--- src/rtl/miner_job_scheduler_if.sv ---
// Bundle between the job scheduler, the host register bank and the miner core array.
// master = scheduler side, slave = host/cores/result-consumer side.
interface miner_job_scheduler_if #(
  parameter int NUM_CORES = 4,
  parameter int CORE_ID_W = 3
);
  logic                     job_valid;
  logic                     job_ready;
  logic [31:0]              job_nonce_base;
  logic                     job_done;
  logic                     job_found_any;
  logic [NUM_CORES-1:0]     core_start;
  logic [32*NUM_CORES-1:0]  core_nonce_in;
  logic [NUM_CORES-1:0]     core_done;
  logic [NUM_CORES-1:0]     core_found;
  logic [32*NUM_CORES-1:0]  core_nonce_out;
  logic                     res_valid;
  logic                     res_ready;
  logic [CORE_ID_W-1:0]     res_core_id;
  logic [31:0]              res_nonce;
  logic [31:0]              stat_cycles;
  logic [7:0]               stat_found;

  modport master (
    input  job_valid, job_nonce_base, core_done, core_found, core_nonce_out, res_ready,
    output job_ready, job_done, job_found_any, core_start, core_nonce_in,
           res_valid, res_core_id, res_nonce, stat_cycles, stat_found
  );

  modport slave (
    output job_valid, job_nonce_base, core_done, core_found, core_nonce_out, res_ready,
    input  job_ready, job_done, job_found_any, core_start, core_nonce_in,
           res_valid, res_core_id, res_nonce, stat_cycles, stat_found
  );
endinterface

--- src/rtl/miner_job_scheduler.sv ---
// Splits one mining job into per-core nonce slices, tracks cores to completion and returns found nonces round-robin.
// Results hold under res_ready=0; job counters exist only when MINER_SCHED_STATS_EN is defined.
module miner_job_scheduler #(
  parameter int NUM_CORES = 4,
  parameter int CORE_ID_W = 3
) (
  input logic                   clk,
  input logic                   arst,
  miner_job_scheduler_if.master bus
);
  localparam int LOG2_CORES  = (NUM_CORES > 1) ? $clog2(NUM_CORES) : 0;
  localparam int SLICE_SHIFT = 32 - LOG2_CORES;

  typedef enum logic [1:0] {IDLE, START, RUN, DRAIN} state_t;

  state_t                  state;
  state_t                  state_next;

  logic [NUM_CORES-1:0]    busy;
  logic [NUM_CORES-1:0]    pend;
  logic [31:0]             pend_nonce [NUM_CORES];
  logic [32*NUM_CORES-1:0] nonce_in;
  logic [CORE_ID_W-1:0]    rr;
  logic                    found_any;

  logic                    res_valid;
  logic [CORE_ID_W-1:0]    res_core_id;
  logic [31:0]             res_nonce;

  logic                    accept;
  logic                    job_ready;
  logic                    job_done;
  logic                    start_all;
  logic                    arb_en;
  logic                    res_fire;
  logic [NUM_CORES-1:0]    finish;
  logic [NUM_CORES-1:0]    found_set;

  logic                    grant_vld;
  logic [CORE_ID_W-1:0]    grant_idx;
  logic [NUM_CORES-1:0]    grant_mask;
  logic [31:0]             grant_nonce;

  function automatic logic [31:0] slice_off(input int idx);
    logic [63:0] wide;
    wide = 64'(idx) << SLICE_SHIFT;
    return wide[31:0];
  endfunction

  assign accept    = (state == IDLE) && bus.job_valid;
  assign arb_en    = (state == RUN) || (state == DRAIN);
  assign res_fire  = res_valid && bus.res_ready;
  // busy is set on the start edge, so the pre-start core_done=1 never reaches this mask.
  assign finish    = (state == RUN) ? (busy & bus.core_done) : '0;
  assign found_set = finish & bus.core_found;

  always_ff @(posedge clk or posedge arst) begin
    if (arst) state <= IDLE;
    else      state <= state_next;
  end

  always_comb begin
    state_next = state;
    job_ready  = 1'b0;
    job_done   = 1'b0;
    start_all  = 1'b0;
    case (state)
      IDLE: begin
        job_ready = 1'b1;
        if (bus.job_valid) state_next = START;
      end
      START: begin
        start_all  = 1'b1;
        state_next = RUN;
      end
      RUN: begin
        if (busy == '0) state_next = DRAIN;
      end
      DRAIN: begin
        if ((pend == '0) && !res_valid) begin
          job_done   = 1'b1;
          state_next = IDLE;
        end
      end
      default: state_next = IDLE;
    endcase
  end

  // First pending core at or after rr, wrapping around to the lower indices.
  always_comb begin
    grant_vld   = 1'b0;
    grant_idx   = '0;
    grant_mask  = '0;
    grant_nonce = '0;
    if (arb_en && !res_valid) begin
      for (int i = 0; i < NUM_CORES; i++) begin
        if (!grant_vld && pend[i] && (i >= int'(rr))) begin
          grant_vld = 1'b1;
          grant_idx = CORE_ID_W'(i);
        end
      end
      for (int i = 0; i < NUM_CORES; i++) begin
        if (!grant_vld && pend[i] && (i < int'(rr))) begin
          grant_vld = 1'b1;
          grant_idx = CORE_ID_W'(i);
        end
      end
    end
    for (int i = 0; i < NUM_CORES; i++) begin
      if (grant_vld && (int'(grant_idx) == i)) begin
        grant_mask[i] = 1'b1;
        grant_nonce   = pend_nonce[i];
      end
    end
  end

  always_ff @(posedge clk or posedge arst) begin
    if (arst) begin
      busy        <= '0;
      pend        <= '0;
      nonce_in    <= '0;
      rr          <= '0;
      found_any   <= 1'b0;
      res_valid   <= 1'b0;
      res_core_id <= '0;
      res_nonce   <= '0;
      for (int i = 0; i < NUM_CORES; i++) pend_nonce[i] <= '0;
    end else begin
      if (accept) begin
        busy      <= '0;
        pend      <= '0;
        found_any <= 1'b0;
        for (int i = 0; i < NUM_CORES; i++)
          nonce_in[32*i +: 32] <= bus.job_nonce_base + slice_off(i);
      end else begin
        busy <= (state == START) ? '1 : (busy & ~finish);
        pend <= (pend | found_set) & ~grant_mask;
        if (found_set != '0) found_any <= 1'b1;
      end

      for (int i = 0; i < NUM_CORES; i++)
        if (found_set[i]) pend_nonce[i] <= bus.core_nonce_out[32*i +: 32];

      if (grant_vld) begin
        res_valid   <= 1'b1;
        res_core_id <= grant_idx;
        res_nonce   <= grant_nonce;
        rr          <= CORE_ID_W'((int'(grant_idx) + 1) % NUM_CORES);
      end else if (res_fire) begin
        res_valid <= 1'b0;
      end
    end
  end

  assign bus.job_ready     = job_ready;
  assign bus.job_done      = job_done;
  assign bus.job_found_any = found_any;
  assign bus.core_start    = {NUM_CORES{start_all}};
  assign bus.core_nonce_in = nonce_in;
  assign bus.res_valid     = res_valid;
  assign bus.res_core_id   = res_core_id;
  assign bus.res_nonce     = res_nonce;

`ifdef MINER_SCHED_STATS_EN
  logic [31:0] stat_cycles;
  logic [7:0]  stat_found;

  always_ff @(posedge clk or posedge arst) begin
    if (arst) begin
      stat_cycles <= '0;
      stat_found  <= '0;
    end else if (accept) begin
      stat_cycles <= '0;
      stat_found  <= '0;
    end else begin
      if ((state != IDLE) && (stat_cycles != '1)) stat_cycles <= stat_cycles + 32'd1;
      if (res_fire && (stat_found != '1))         stat_found  <= stat_found + 8'd1;
    end
  end

  assign bus.stat_cycles = stat_cycles;
  assign bus.stat_found  = stat_found;
`else
  assign bus.stat_cycles = '0;
  assign bus.stat_found  = '0;
`endif
endmodule

--- src/flat_wrapper.sv ---
// flat-port wrapper written by rule: the top's interface ports become plain ports
module miner_job_scheduler_flat 
#(
  parameter int NUM_CORES = 4,
  parameter int CORE_ID_W = 3
)
  (clk, arst, bus_job_valid, bus_job_nonce_base, bus_core_done, bus_core_found, bus_core_nonce_out, bus_res_ready, bus_job_ready, bus_job_done, bus_job_found_any, bus_core_start, bus_core_nonce_in, bus_res_valid, bus_res_core_id, bus_res_nonce, bus_stat_cycles, bus_stat_found);
  miner_job_scheduler_if #(.NUM_CORES(NUM_CORES), .CORE_ID_W(CORE_ID_W)) bus_i ();
  input logic clk;
  input logic arst;
  input wire logic [$bits(bus_i.job_valid)-1:0] bus_job_valid;
  input wire logic [$bits(bus_i.job_nonce_base)-1:0] bus_job_nonce_base;
  input wire logic [$bits(bus_i.core_done)-1:0] bus_core_done;
  input wire logic [$bits(bus_i.core_found)-1:0] bus_core_found;
  input wire logic [$bits(bus_i.core_nonce_out)-1:0] bus_core_nonce_out;
  input wire logic [$bits(bus_i.res_ready)-1:0] bus_res_ready;
  output wire logic [$bits(bus_i.job_ready)-1:0] bus_job_ready;
  output wire logic [$bits(bus_i.job_done)-1:0] bus_job_done;
  output wire logic [$bits(bus_i.job_found_any)-1:0] bus_job_found_any;
  output wire logic [$bits(bus_i.core_start)-1:0] bus_core_start;
  output wire logic [$bits(bus_i.core_nonce_in)-1:0] bus_core_nonce_in;
  output wire logic [$bits(bus_i.res_valid)-1:0] bus_res_valid;
  output wire logic [$bits(bus_i.res_core_id)-1:0] bus_res_core_id;
  output wire logic [$bits(bus_i.res_nonce)-1:0] bus_res_nonce;
  output wire logic [$bits(bus_i.stat_cycles)-1:0] bus_stat_cycles;
  output wire logic [$bits(bus_i.stat_found)-1:0] bus_stat_found;
  assign bus_i.job_valid = bus_job_valid;
  assign bus_i.job_nonce_base = bus_job_nonce_base;
  assign bus_i.core_done = bus_core_done;
  assign bus_i.core_found = bus_core_found;
  assign bus_i.core_nonce_out = bus_core_nonce_out;
  assign bus_i.res_ready = bus_res_ready;
  assign bus_job_ready = bus_i.job_ready;
  assign bus_job_done = bus_i.job_done;
  assign bus_job_found_any = bus_i.job_found_any;
  assign bus_core_start = bus_i.core_start;
  assign bus_core_nonce_in = bus_i.core_nonce_in;
  assign bus_res_valid = bus_i.res_valid;
  assign bus_res_core_id = bus_i.res_core_id;
  assign bus_res_nonce = bus_i.res_nonce;
  assign bus_stat_cycles = bus_i.stat_cycles;
  assign bus_stat_found = bus_i.stat_found;
  miner_job_scheduler #(.NUM_CORES(NUM_CORES), .CORE_ID_W(CORE_ID_W)) u_core (.clk(clk), .arst(arst), .bus(bus_i));
endmodule
--- config.mk ---
export PLATFORM = sky130hd
export DESIGN_NAME = miner_job_scheduler_flat
export DESIGN_NICKNAME = d
export VERILOG_FILES = /design/src/rtl/miner_job_scheduler_if.sv /design/src/rtl/miner_job_scheduler.sv /design/src/flat_wrapper.sv
export SDC_FILE = /design/constraint.sdc
export NUM_CORES = 1
export LEC_CHECK = 0
export CORE_AREA = 2 2 149 151
export DETAILED_ROUTE_END_ITERATION = 6
export DIE_AREA = 0 0 151 153
export DONT_BUFFER_PORTS = 1
export GPL_TIMING_DRIVEN = 0
export PLACE_DENSITY = 0.74
export SETUP_SLACK_MARGIN = 0.15
export SYNTH_ARGS = -nofsm -noshare
export SYNTH_HDL_FRONTEND = slang
export SYNTH_SLANG_ARGS = --single-unit
--- constraint.sdc ---
create_clock -name clk -period 8.1 [get_ports clk]
set_input_delay 0.81 -clock clk [delete_from_list [all_inputs] [get_ports clk]]
set_output_delay 0.81 -clock clk [all_outputs]
set_load 0.1 [all_outputs]
Word level (Yosys, flattened, before mapping)
Cells that the tools add are included.

Add/subtract/negate cells: 4. Order comparisons: 8. Equal/unequal tests: 9. Muxes and demuxes: 48. Bitwise operators: 8. Reduce and logical (&&, ||, !) cells: 41.

Operators with widths (count): $mux W32 (4); $add A32 B32 Y32 const B (2); $add A32 B31 Y32 const B (1); $mux W1 (29); $logic_and A1 B1 Y1 (23); $mux W2 (10); $and A4 B4 Y4 (4); $mux W4 (4); $eq A2 B2 Y1 const B (4); $logic_not A1 Y1 (8); $logic_not A4 Y1 (2); $not A4 Y4 (2); $pmux W2 S4 (1); $ge A1 B3 Y1 const A (2); $ge A2 B3 Y1 const A (2); $lt A1 B3 Y1 const A (2); $lt A2 B3 Y1 const A (2); $ne A2 B2 Y1 const B (3); $eq A2 B1 Y1 const B (2); $or A4 B4 Y4 (1); $reduce_bool A2 Y1 (2); $reduce_bool A4 Y1 (1); $logic_not A3 Y1 (1); $reduce_and A3 Y1 (1); 5 further kinds (5).

Bits in registers: 306. Word-level logic and storage cells: 131.

Depth between registers and ports, before layout
Gate-level depths: netlist of the first run.

Depth after elaboration: 45. Gate-level depth with buffers: 12. Mapped depth without buffers: 10.

Least setup slack after synthesis of the first run
No wires, ideal clock.

Path type: register -> output. Start: reg u_core.pend[2]. End: out bus_job_done. Arrival: 3156 ps. Required time: 7290 ps. Setup slack: 4134 ps. Cell stages (with the launch flop): 3. Path through: dfrtp_1 -> or4_4 -> nor3b_1.

Cells in the longest elaborated chain, start to end: 4.

Ends and longest elaborated chain: start, declared (RTL line miner_job_scheduler.sv:20) `logic [NUM_CORES-1:0] pend;`; start signal, assigned (RTL line miner_job_scheduler.sv:137) `pend <= (pend | found_set) & ~grant_mask;`; $logic_not A4 Y1 (RTL line miner_job_scheduler.sv:80) `if ((pend == '0) && !res_valid) begin`; $logic_and A1 B1 Y1 (RTL line miner_job_scheduler.sv:80); $mux W1 (RTL line miner_job_scheduler.sv:80); $mux W1 (RTL line miner_job_scheduler.sv:67) `case (state)`; end, declared (RTL line flat_wrapper.sv:18) `output wire logic [$bits(bus_i.job_done)-1:0] bus_job_done;`.

Every way passes these cells.

Final worst setup path of the first run
Start: reg u_core.res_valid, in the netlist u_core.bus.res_valid. End: reg u_core.res_nonce[22], in the netlist u_core.bus.res_nonce[22].

Cells in the longest elaborated chain, start to end: 9. Elaborated cells on any way between the ends: 16. Those cells by class: eq/ne: 3; mux: 6; reduce/logical: 7.

Ends and longest elaborated chain: start, declared (RTL line miner_job_scheduler.sv:26) `logic res_valid;`; start signal, assigned (RTL line miner_job_scheduler.sv:124) `res_valid <= 1'b0;`; start signal, assigned (RTL line miner_job_scheduler.sv:145) `res_valid <= 1'b1;`; start signal, assigned (RTL line miner_job_scheduler.sv:150) `res_valid <= 1'b0;`; $logic_not A1 Y1 * (RTL line miner_job_scheduler.sv:95) `if (arb_en && !res_valid) begin`; $logic_and A1 B1 Y1 * (RTL line miner_job_scheduler.sv:95); $mux W2 * (RTL line miner_job_scheduler.sv:95); named net u_core.grant_idx[1] (RTL line miner_job_scheduler.sv:40) `logic [CORE_ID_W-1:0] grant_idx;`; $logic_not A3 Y1 (RTL line miner_job_scheduler.sv:110) `if (grant_vld && (int'(grant_idx) == i)) begin`; $logic_and A1 B1 Y1 (RTL line miner_job_scheduler.sv:110); $mux W32 (3 in series) (RTL line miner_job_scheduler.sv:110); $mux W32 * (RTL line miner_job_scheduler.sv:110); end signal, assigned (RTL line miner_job_scheduler.sv:147) `res_nonce <= grant_nonce;`; end, declared (RTL line miner_job_scheduler.sv:28) `logic [31:0] res_nonce;`.

Mark *: on every way through the listed nets, which the timed path passes. The rest lies on a longest branch. A chain may end at the register's enable or synchronous reset.

==> results of run 1 <==
metrics by stage:
| step | cells | worst slack, ns |
|---|---|---|
| after floorplan | 1006 | 1.496 |
| after global placement | 1286 | -0.8414 |
| after detailed placement | 1288 | 4.394 |
| after CTS | 1327 | 4.382 |
| after global routing | 1336 | 4.140 |
| final | 1339 | 4.372 |
routing by layer:
metal  wire length [um]  share of wire (%)
met1               9960                 35
met5                 37               0.13
met2              14580                 52
met4                983                3.5
met3               2618                9.3
cell usage in the layout, fill, tap and decap left out, types with 2 or more instances in the layout:
master / count
a21o_1: 3
a21oi_1: 102
a221oi_2: 4
a22oi_1: 33
buf_1: 4
buf_16: 2
buf_2: 17
buf_4: 137
buf_6: 2
clkbuf_1: 35
clkbuf_16: 23
clkbuf_8: 6
clkinv_2: 2
conb_1: 41
dfrtp_1: 212
diode_2: 12
ha_1: 8
inv_1: 41
mux2_2: 129
nand2_1: 138
nand2b_1: 4
nand3_1: 2
nand4_1: 5
nor2_1: 45
o21ai_0: 35
flip-flops by register name, indices dropped and copies added (netlist names):
signal,cells
u_core.state,2
u_core.pend_nonce,128
u_core.pend,4
u_core.rr,2
u_core.busy,4
u_core.bus.res_nonce,32
u_core.bus.job_found_any,1
u_core.bus.res_valid,1
u_core.bus.core_nonce_in,36
u_core.bus.res_core_id,2
cell usage after synthesis (all sizes together) (2+ instances only):
cell type	number	area (um^2)
ha	8	100.1
mux2	129	1453
inv	42	157.7
buf	160	1151
a21oi	102	510.5
dfrtp	212	5305
a21o	3	22.52
nor2	45	168.9
a22oi	33	247.7
a221oi	4	60.06
nand2	138	518.0
nand2b	4	25.02
nand4	5	31.28
o21ai	35	175.2
nand3	2	10.01
clkbuf	31	116.4
layout make-up:
cell class | instances | area [um^2]
fill | 1914 | 9990
antenna | 12 | 30.03
inverter | 42 | 165.2
clock inverter | 6 | 65.06
clock buffer | 33 | 673.1
sequential | 212 | 5305
multi-input combinational | 561 | 3585
timing repair buffer | 2 | 55.05
buffer | 191 | 1267
tap | 280 | 350.3
cell families (layout without fill, tap and decap cells):
logic type / Yosys count / in the layout / synth area share, %
compound gates: 183 / 183 / 10.51
xor+xnor: 1 / 1 / 0.08622
fa+ha+maj: 8 / 8 / 0.9853
buf+inv: 233 / 274 / 14.03
flops: 212 / 212 / 52.22
mux: 129 / 129 / 14.30
other cells: 1 / 53 / 0.03691
simple gates: 199 / 199 / 7.845
path summary, 6_finish.rpt:
kind	from	endpoint	slack, ns	cells past startpoint
setup / recovery	u_core.bus.res_valid	u_core.bus.res_nonce[22]	4.37	9
hold / removal	arst	u_core.bus.core_nonce_in[109]	0.31	1
setup reg to reg	u_core.bus.res_valid	u_core.bus.res_nonce[22]	4.37	9
hold reg to reg	u_core.pend_nonce[122]	u_core.pend_nonce[122]	0.50	1
max in group asynchronous	arst	u_core.pend_nonce[20]	6.81	2
min in group clk	bus_res_ready	u_core.bus.res_valid	0.40	1
worst register-to-register path: stages (launching register included):
cell and delay, ns:
dfrtp_1 0.78, o21bai_1 0.45, nor3_1 0.60, ha_1 0.30, clkbuf_1 0.47, clkbuf_1 0.47, a21oi_1 0.07, o21ai_0 0.17
a22oi_1 0.14, a21oi_1 0.20
==> reports/metrics.csv, run 1 <==
metric,value,unit
global route hottest layer,met2,
Worst Setup End Kind,flip-flop,
GRT Total Usage,23.42,%
Critical Path AT,4.16,ns
Hold Path Class,in2async,
"slowest stage delay, CP",0.78,ns
"EDFF count, synth",0,
count of cell types in the netlist,32,
DR pass1 iterations,5,
Synth Area per Inst,10.52,um^2
fin crit share,46.03,%
relative slew slack,25.27,%
Setup Buffers After CTS,0,
Critical Path Fanout Max,10,
CTS tree,built,
Crit path required time,8.53,ns
GR Overflow Total,0,
max cap viols,0,
CTS hold repair buffers,0,
Die Ht,153,um
drt first-iter violations,299,
Synthesis Warnings,0,
Die Wd,151,um
vias in the first global route,7088,
Root Driver,clkbuf_16,
H-tree Lvls,1,
layout net count,1213,
core area,21490,um^2
synthesized instance count,966,
fraction of registers with async set/reset,100.0,%
CTS max path bufs,3,
CP Buf/Inv Count,2,
DP HPWL,20780,um
area grow syn2layout,13.15,%
met3 usage,7.224,%
RSZ-0062 raised after global routing,no,
placer congestion estimate,0.8921,
critical path's slowest cell,dfrtp_1,
Seq cells post-synth,212,
# clock sinks,212,
"Cell Area, Synth",10160,um^2
post-route ant nets,0,
grt met1 use,26.75,%
"CP delay by family, top",compound AO/OA/AOI/OAI gates,
end-of-flow core utilization,53.51,%
post-cts resize count,0,
effective utilization at floorplan,47.29,%
"Critical Path, Cell by Cell",o21bai_1 -> nor3_1 -> ha_1 -> clkbuf_1 -> clkbuf_1 -> a21oi_1 -> o21ai_0 -> a22oi_1 -> a21oi_1,
actual slew at the worst max-slew pin,1.121,ns
Crit Path Category,reg2reg,
share of layout cells above drive strength 1,31.61,%
top-level I/O count,383,
initial antenna violation count,16,
row count,54,
Fin. Hold Viols,0,
first-pass GRT wire length,41080,um
ys flop type,dfrtp_1,
register area share after synthesis,52.22,%
Final Max Tran Viols,0,
Fin Hold WS,0.3078,ns
TritonCTS buffer count,23,
via/cell ratio,5.333,
die area,23100,um^2
vias,7141,
Residual DRC,0,
setup violators final,0,
setup TNS,0,ns
"Clk Latency, worst-skew pair",0.51,ns
met2 Use GR,40.56,%
largest net degree at the start of global routing,113,
Tmin final,3.728,ns
Worst Skew,0.008982,ns
DRT Wirelength,28180,um
WL/cell,21.05,um
placed cell areas,10730,um^2
outcome,"complete, no violations",
startpoint types,flip-flop,
clk slew on worst S/H paths,0.06,ns
max frequency,0.2682,GHz
post-route cell area,11500,um^2
PortBufs,0,
Power of run 1 is not shown: default switching activity piles up to over one toggle a cycle in this logic, so the estimate is an artifact.
==> run 2: changes to the inputs <==
Settings changed: PLACE_DENSITY 0.74 to 0.77.
Clock period 8.1 ns to 3.2 ns, I/O delays scaled along.
==> run 2 against run 1 <==
  * Global-route usage grew 4.1 points
  * Hold slack worse by 0.29 ns
  * Clock-buffer cell count fell by 1
  * Sequential share of layout area is 6.2 points lower
  * Utilization rose by 8.3 points
  * First-iteration DRC count grew 65%
==> reports/metrics.csv, run 2 (synthesis results as in run 1) <==
metric,value,unit,change
outcome,"complete, no violations",,
core area,21490,um^2,unchanged
area grow syn2layout,30.73,%,
largest net degree at the start of global routing,45,,-60%
GR Overflow Total,0,,unchanged
CTS max path bufs,3,,unchanged
Hold Path Class,in2reg,,
Fin Hold WS,0.01364,ns,-0.2942 ns
Reg with most FFs,u_core.pend_nonce,,
Fin. Hold Viols,0,,unchanged
DR pass1 iterations,6,,+1
actual slew at the worst max-slew pin,1.110,ns,-0.01139 ns
"most common cell after layout, fill and taps aside",dfrtp_1,,
Root Driver,clkbuf_16,,
relative slew slack,26.02,%,+0.76 points
Residual DRC,0,,unchanged
clk slew on worst S/H paths,0.06,ns,about the same
drt first-iter violations,493,,+65%
DRT Wirelength,32410,um,+15%
first-pass GRT wire length,49140,um,+20%
TritonCTS buffer count,23,,unchanged
Crit Path Category,reg2reg,,
GRT Total Usage,27.55,%,+4.1 points
post-route ant nets,0,,unchanged
vias in the first global route,8781,,+24%
fin crit share,92.84,%,+47 points
effective utilization at floorplan,47.29,%,unchanged
WL/cell,21.63,um,+2.8%
setup violators final,0,,unchanged
max cap viols,0,,unchanged
Worst Setup End Kind,flip-flop,,
# clock sinks,212,,unchanged
Die Wd,151,um,unchanged
top-level I/O count,383,,unchanged
Tmin final,2.971,ns,-0.7577 ns
RSZ-0062 raised after global routing,yes,,
die area,23100,um^2,unchanged
most frequent cells in the layout,"211 x dfrtp_1, 162 x dlygate4sd3_1, 140 x buf_4, 138 x nand2_1, 129 x mux2_2",,
max frequency,0.3366,GHz,+26%
vias,8144,,+14%
Final Max Tran Viols,0,,unchanged
startpoint types,flip-flop,,
Die Ht,153,um,unchanged
Critical Path AT,3.35,ns,-0.81 ns
PortBufs,0,,unchanged
"Clk Latency, worst-skew pair",0.52,ns,about the same
max reg flops,128,,unchanged
share of layout cells above drive strength 1,29.82,%,-1.8 points
Worst Skew,0.01679,ns,+0.007810 ns
row count,54,,unchanged
layout net count,1380,,+14%
CTS tree,built,,
via/cell ratio,5.437,,+1.9%
Critical Path Fanout Max,10,,unchanged
Crit path required time,3.58,ns,-4.95 ns
placer congestion estimate,0.8592,,-3.7%
H-tree Lvls,1,,unchanged
DP HPWL,21180,um,+1.9%
end-of-flow core utilization,61.82,%,+8.3 points
initial antenna violation count,4,,-12
run 2: timing repair:
item / in CTS / in global routing
hold buffers: 162 / 0
setup endpoints to repair: 36 / 46
hold endpoints to repair: 184 / 0
resized for setup: 19 / 24
pin swaps: 1 / 0
setup buffers: 2 / 0
gates cloned: 0 / 0
run 2: worst paths after layout:
check	slack, ns	from	end	cells after the start
hold / removal	0.01	bus_core_done[3]	u_core.busy[3]	3
max in group asynchronous	1.68	arst	u_core.pend_nonce[54]	5
setup reg to reg	0.23	u_core.bus.res_valid	u_core.bus.res_nonce[23]	11
hold reg to reg	0.50	u_core.pend_nonce[57]	u_core.pend_nonce[57]	1
setup / recovery	0.23	u_core.bus.res_valid	u_core.bus.res_nonce[23]	11
min in group asynchronous	0.34	arst	u_core.bus.core_nonce_in[104]	2
run 2: metrics by stage:
stage | area [um^2] | setup WS, ns | instances | setup TNS [ns]
floorplan | 10320 | 0.1238 | 1006 | 0
finish | 13280 | 0.2292 | 1498 | 0
global route | 13280 | 0.07501 | 1498 | 0
CTS | 13240 | 0.1587 | 1494 | 0
detailed placement | 10780 | -0.5950 | 1291 | -17.15
global placement | 10670 | -0.9903 | 1286 | -219.20
run 2: worst max-delay path, cell delays in order, from the launching register on:
cell       delay (ns)
dfrtp_4          0.64
o21bai_4         0.28
a2111oi_4        0.30
buf_4            0.21
inv_1            0.06
ha_1             0.20
buf_2            0.20
clkbuf_4         0.23
a21oi_1          0.14
o21ai_0          0.17
a22oi_1          0.27
a21oi_1          0.11
run 2: routing by layer:
| metal | vias up | GRT usage, % | routed length, um |
|---|---|---|---|
| met3 | 124 | 7.015 | 2705 |
| li1 | 3537 | - | - |
| met2 | 483 | 49.00 | 17050 |
| met4 | 0 | 13.80 | 1682 |
| met1 | 4000 | 30.14 | 10970 |
| met5 | - | 0 | 0 |
run 2: cell type report:
cell class	count	area, um^2
timing repair buffer	169	1737
fill	1596	8204
inverter	42	161.4
sequential	212	5309
tap	280	350.3
clock inverter	7	117.6
antenna	4	10.01
buffer	191	1299
multi-input combinational	561	3628
clock buffer	32	669.4
Power of run 2 is left out for the same reason.
